<file path="src/rtl/load_return_unit_pkg.sv">
// load_return_unit_pkg: shared encodings, address map and region decode for the load return path.
package load_return_unit_pkg;

   typedef enum logic [1:0] {
      OP_W = 2'b00,
      OP_H = 2'b01,
      OP_B = 2'b10,
      OP_X = 2'b11
   } dmop_t;

   localparam logic [31:0] DM_END   = 32'h0000_2FFF;
   localparam logic [31:0] TC0_BASE = 32'h0000_7F00;
   localparam logic [31:0] TC1_BASE = 32'h0000_7F10;
   localparam logic [31:0] IG_BASE  = 32'h0000_7F20;

   localparam int R_DM  = 0;
   localparam int R_TC0 = 1;
   localparam int R_TC1 = 2;
   localparam int R_IG  = 3;

   localparam logic [4:0] EXC_ADEL = 5'd4;

   // One-hot {IG, TC1, TC0, DM}; all zero when the address hits no device.
   function automatic logic [3:0] decode_region(input logic [31:0] a);
      logic [3:0] r;
      r        = '0;
      r[R_DM]  = a <= DM_END;
      r[R_TC0] = a >= TC0_BASE && a <= TC0_BASE + 32'd11;
      r[R_TC1] = a >= TC1_BASE && a <= TC1_BASE + 32'd11;
      r[R_IG]  = a >= IG_BASE  && a <= IG_BASE  + 32'd3;
      return r;
   endfunction

endpackage

</file>
<file path="src/rtl/load_return_unit_ext.sv">
// load_ext: selects the byte/halfword lane of a read word and sign- or zero-extends it.
//   word   in  32  device read word
//   addr   in  2   low address bits picking the lane
//   dmop   in  2   access size (word/half/byte)
//   sign   in  1   1 = sign-extend, 0 = zero-extend
//   result out 32  extended value
module load_ext
   import load_return_unit_pkg::*;
(
   input  logic [31:0] word,
   input  logic [1:0]  addr,
   input  logic [1:0]  dmop,
   input  logic        sign,
   output logic [31:0] result
);

   logic [15:0] h;
   logic [7:0]  b;

   always_comb begin
      h = addr[1] ? word[31:16] : word[15:0];
      b = addr == 2'd0 ? word[7:0] :
          addr == 2'd1 ? word[15:8] :
          addr == 2'd2 ? word[23:16] : word[31:24];
      result = dmop == OP_H ? {{16{sign & h[15]}}, h} :
               dmop == OP_B ? {{24{sign & b[7]}}, b} : word;
   end

endmodule

</file>
<file path="src/rtl/load_return_unit.sv">
// load_return_unit: captures load attributes at M->W and returns the extended device read data.
//   clk, reset      clock and synchronous active-high reset
//   Req             flush; kills the load being captured
//   M_ALUout        M-stage load address
//   M_is_load       M-stage instruction is a load
//   M_DMop          access size (00 word, 01 half, 10 byte, 11 invalid)
//   M_sign          sign-extend select
//   M_ExcCode       nonzero suppresses the load
//   M_rd_en         combinational read strobe to the bridge
//   DM/TC0/TC1/IG_rdata  device read words, valid in W
//   W_load_valid    W_load_data holds a real load result
//   W_load_data     extended load result
//   W_region        one-hot responding device {IG, TC1, TC0, DM}
module load_return_unit
   import load_return_unit_pkg::*;
(
   input  logic        clk,
   input  logic        reset,
   input  logic        Req,
   input  logic [31:0] M_ALUout,
   input  logic        M_is_load,
   input  logic [1:0]  M_DMop,
   input  logic        M_sign,
   input  logic [4:0]  M_ExcCode,
   output logic        M_rd_en,
   input  logic [31:0] DM_rdata,
   input  logic [31:0] TC0_rdata,
   input  logic [31:0] TC1_rdata,
   input  logic [31:0] IG_rdata,
   output logic        W_load_valid,
   output logic [31:0] W_load_data,
   output logic [3:0]  W_region
);

   logic        valid;
   logic [1:0]  addr;
   logic [1:0]  dmop;
   logic        sign;
   logic [3:0]  region;
   logic [31:0] rword;
   logic [31:0] ext;

   assign M_rd_en = M_is_load & (M_ExcCode == 5'd0) & ~Req & (M_DMop != OP_X);

   always_ff @(posedge clk) begin
      if (reset || Req) begin
         valid  <= 1'b0;
         addr   <= '0;
         dmop   <= '0;
         sign   <= 1'b0;
         region <= '0;
      end else begin
         valid  <= M_rd_en;
         addr   <= M_ALUout[1:0];
         dmop   <= M_DMop;
         sign   <= M_sign;
         region <= decode_region(M_ALUout);
      end
   end

   // AND-OR mux on the one-hot region; no region or no valid load yields zero.
   always_comb begin
      rword = ({32{region[R_DM]}}  & DM_rdata)  |
              ({32{region[R_TC0]}} & TC0_rdata) |
              ({32{region[R_TC1]}} & TC1_rdata) |
              ({32{region[R_IG]}}  & IG_rdata);
      rword = valid ? rword : 32'd0;
   end

   load_ext u_ext (
      .word   (rword),
      .addr   (addr),
      .dmop   (dmop),
      .sign   (sign),
      .result (ext)
   );

   assign W_load_valid = valid;
   assign W_load_data  = valid ? ext : 32'd0;
   assign W_region     = region;

endmodule

</file>
<file path="config.mk">
export PLATFORM = sky130hd
export DESIGN_NAME = load_return_unit
export DESIGN_NICKNAME = d
export VERILOG_FILES = /design/src/rtl/load_return_unit_pkg.sv /design/src/rtl/load_return_unit_ext.sv /design/src/rtl/load_return_unit.sv
export SDC_FILE = /design/constraint.sdc
export NUM_CORES = 1
export LEC_CHECK = 0
export BUFFER_PORTS_ARGS = -buffer_cell sky130_fd_sc_hd__buf_2
export CELL_PAD_IN_SITES_DETAIL_PLACEMENT = 0
export CELL_PAD_IN_SITES_GLOBAL_PLACEMENT = 1
export CORE_UTILIZATION = 22
export DETAILED_ROUTE_END_ITERATION = 8
export HOLD_SLACK_MARGIN = 0.1
export PLACE_DENSITY = 0.89
export SLEW_MARGIN = 25
export SYNTH_ARGS = -nofsm -noshare
export SYNTH_HDL_FRONTEND = slang
export SYNTH_SLANG_ARGS = --single-unit
</file>
<file path="constraint.sdc">
create_clock -name clk -period 2.65 [get_ports clk]
set_input_delay 0.3975 -clock clk [delete_from_list [all_inputs] [get_ports clk]]
set_output_delay 0.3975 -clock clk [all_outputs]
set_load 0.005 [all_outputs]
</file>
==> results.yml <==
logic_synthesis:
  syn_area_per_cell_um2: 6.340
  synth_ff_type: "dfxtp_1"
  syn_inst: 314
  async_flop_share: 0
  syn-num-nets: 486
  syn_area_um2: 1991
  yosysTopAreaCell: "a22oi_1"
  ys_seq_elements: 10
  synth_edf_count: 0
  synthTopCellsByCount: "a22oi_1 (58), nand2_1 (44), nor2_1 (34)"
  yosys_warnings: 0
  yosysMostFrequentCell: "a22oi_1"
  synth.distinct_cells: 44
  netlist_top_cells_area: "a22oi_1 (22%), dfxtp_1 (10%), nand2_1 (8.3%), a21oi_1 (7.5%), nor2_1 (6.4%)"
  synth_top_area_frac: 0.2187
  ys_seq_area_frac: 0.1006
route:
  ant_nets: 0
  drcViolationCount: 0
  drt_iter0_drc: 148
  drt_pass1_iterations: 5
  vias: 3377
  post_drt_wl_per_cell_um: 17.08
  totalWireLength_mm: 10.69
  via_per_inst: 5.395
global_routing:
  antenna_found_initial: 0
  met1_usage: 0.2471
  grt_usage: 0.2152
  grt_pass1_wl_mm: 16.30
  grt_max_degree: 29
  met2_usage: 0.4307
  grt_pass1_vias: 3216
  grt_overflow: 0
  met3_usage: 0.02086
  top_usage_layer: "met2"
timing:
  finalHoldViolations: 0
  relSlewSlack: 0.6221
  setup_viol: 0
  layout_min_cycle_time_ns: 2.562
  tns_ns: 0
  clock.fmax_mhz: 390.4
  drv_slew: 0
  worst_pin_slew_ns: 0.5655
  timing.hold.ws_ns: 0.3396
  finalCritPeriodShare: 0.9666
  rsz0062_at_grt: "false"
pwr:
  irDropWorstVdd_mv: 0.2196
  leakagePower_uw: 0.001582
  power_density_nw_per_um2: 168.0
clocking:
  clock-sinks: 10
  hold_buffers: 0
  cts_buffers: 3
  cts_root_buf: "clkbuf_8"
  clk_pin_slew_ns: 0.05
  htree_levels: 1
  cts_tree: "done"
  cts_setup_buffers: 0
  ctsLongestPathBuffers: 2
  post_cts_resized: 0
critical_path:
  arrival_ns: 2.16
  startpoint_type: "flip-flop"
  cp_max_fo: 10
  cp-end-kind: "primary output"
  critical_path_class: "reg2out"
  critPathSlowestCell: "dfxtp_1"
  max_stage_delay_ns: 0.36
  startpoint: "W_region[0]"
  worstPathCellList: "a22o_1 -> or3_1 -> a32o_2 -> o21ai_4 -> buf_12 -> nor2_1 -> buf_2"
  cp_data_required_time_ns: 2.25
final_layout:
  fin_area_um2: 3273
  layout-drive-gt1-share: 0.4614
  syn2layout_area_growth_pct: 64.42
  nNetsFinal: 691
  n_antenna_cell: 0
floorplanning:
  io_pins: 210
  fp.dieW_um: 97.13
  die_y_um: 97.13
  initial_core_util: 0.2283
  dieArea_um2: 9433
  core-area_um2: 8721
  rows: 34
placement:
  io_buffers: 209
  place_hpwl_mm: 9.036
  gp_congestion: 0.8791
  dpl-instance-area_um2: 3193
worst_hold_path:
  hp-start: "M_ALUout[3]"
  hold_path.class: "in2reg"
  hold_depth: 2
outcome:
  outcome: "completed"
flow_run:
  maxCapViolCount: 0
layout make-up:
cell class,instances,area (µm²)
tap,108,135.1
multi-input combinational,271,1655
timing repair buffer,226,1201
sequential,10,200.2
inverter,7,26.28
fill,965,5448
clock buffer,4,55.05
per-layer routing:
layer / up-vias / wire [µm]
met2: 185 / 5707
met4: 0 / 36
met1: 1555 / 4232
li1: 1633 / -
met3: 4 / 717
met5: - / 0
registers in the layout (all words and copies together), names as in the netlist:
name,count
W_region,4
W_load_valid,1
addr,2
dmop,2
sign,1
cells in the final DEF, fill, tap and decap left out, drive strengths merged, types with 2 or more instances in the layout:
cell and instances:
o21ai 12, a221oi 4, o22a 4, and2 9, inv 6, o2bb2ai 3, nand3 8, o22ai 11
clkbuf 4, a2111oi 2, nor2b 4, a21o 2, nand2 44, a22o 5, a22oi 58, buf 226
a32oi 9, dfxtp 10, a211o 5, o21a 2, nor2 34, a21oi 31, or2 2, nor4b 2
nor4 5, nand2b 2
power by group:
| part | switching (µW) | internal [µW] |
|---|---|---|
| Clock | 57.6 | 130 |
| Combinational | 85.3 | 115 |
| Sequential | 7.11 | 154 |
| Total | 150 | 400 |
worst paths after layout:
path / endpoint / slack [ns]
worst max-delay path: W_load_data[20] / 0.09
worst min-delay path: W_region[3] / 0.34
per-stage QoR:
stage	total power (µW)	setup slack, ns	util	instances
6_report	549.8	0.08844	0.3753	626
5_1_grt	583.4	0.0001952	0.3753	626
4_1_cts	554.1	0.03795	0.3725	626
3_5_place_dp	362.9	0.2509	0.3661	622
3_3_place_gp	360.6	0.2244	0.3661	622
2_1_floorplan	215.9	0.6205	-	314
logic make-up (layout without fill, tap and decap cells):
group,Yosys count,after routing,synth area share
buffers and inverters,33,237,0.07291
flip-flops,10,10,0.1006
AO/OA/AOI/OAI,156,156,0.5625
AND/OR/NAND/NOR,114,114,0.2583
multiplexers,1,1,0.005656
critical path: cells and delay by family, from the launching register on:
family | cells | cell delay (ns)
buffers and inverters | 2 | 0.29
and+or+nand+nor | 2 | 0.41
DFF | 1 | 0.36
AOI/OAI and AO/OA | 3 | 0.86
(Power assumes the default switching activity.)
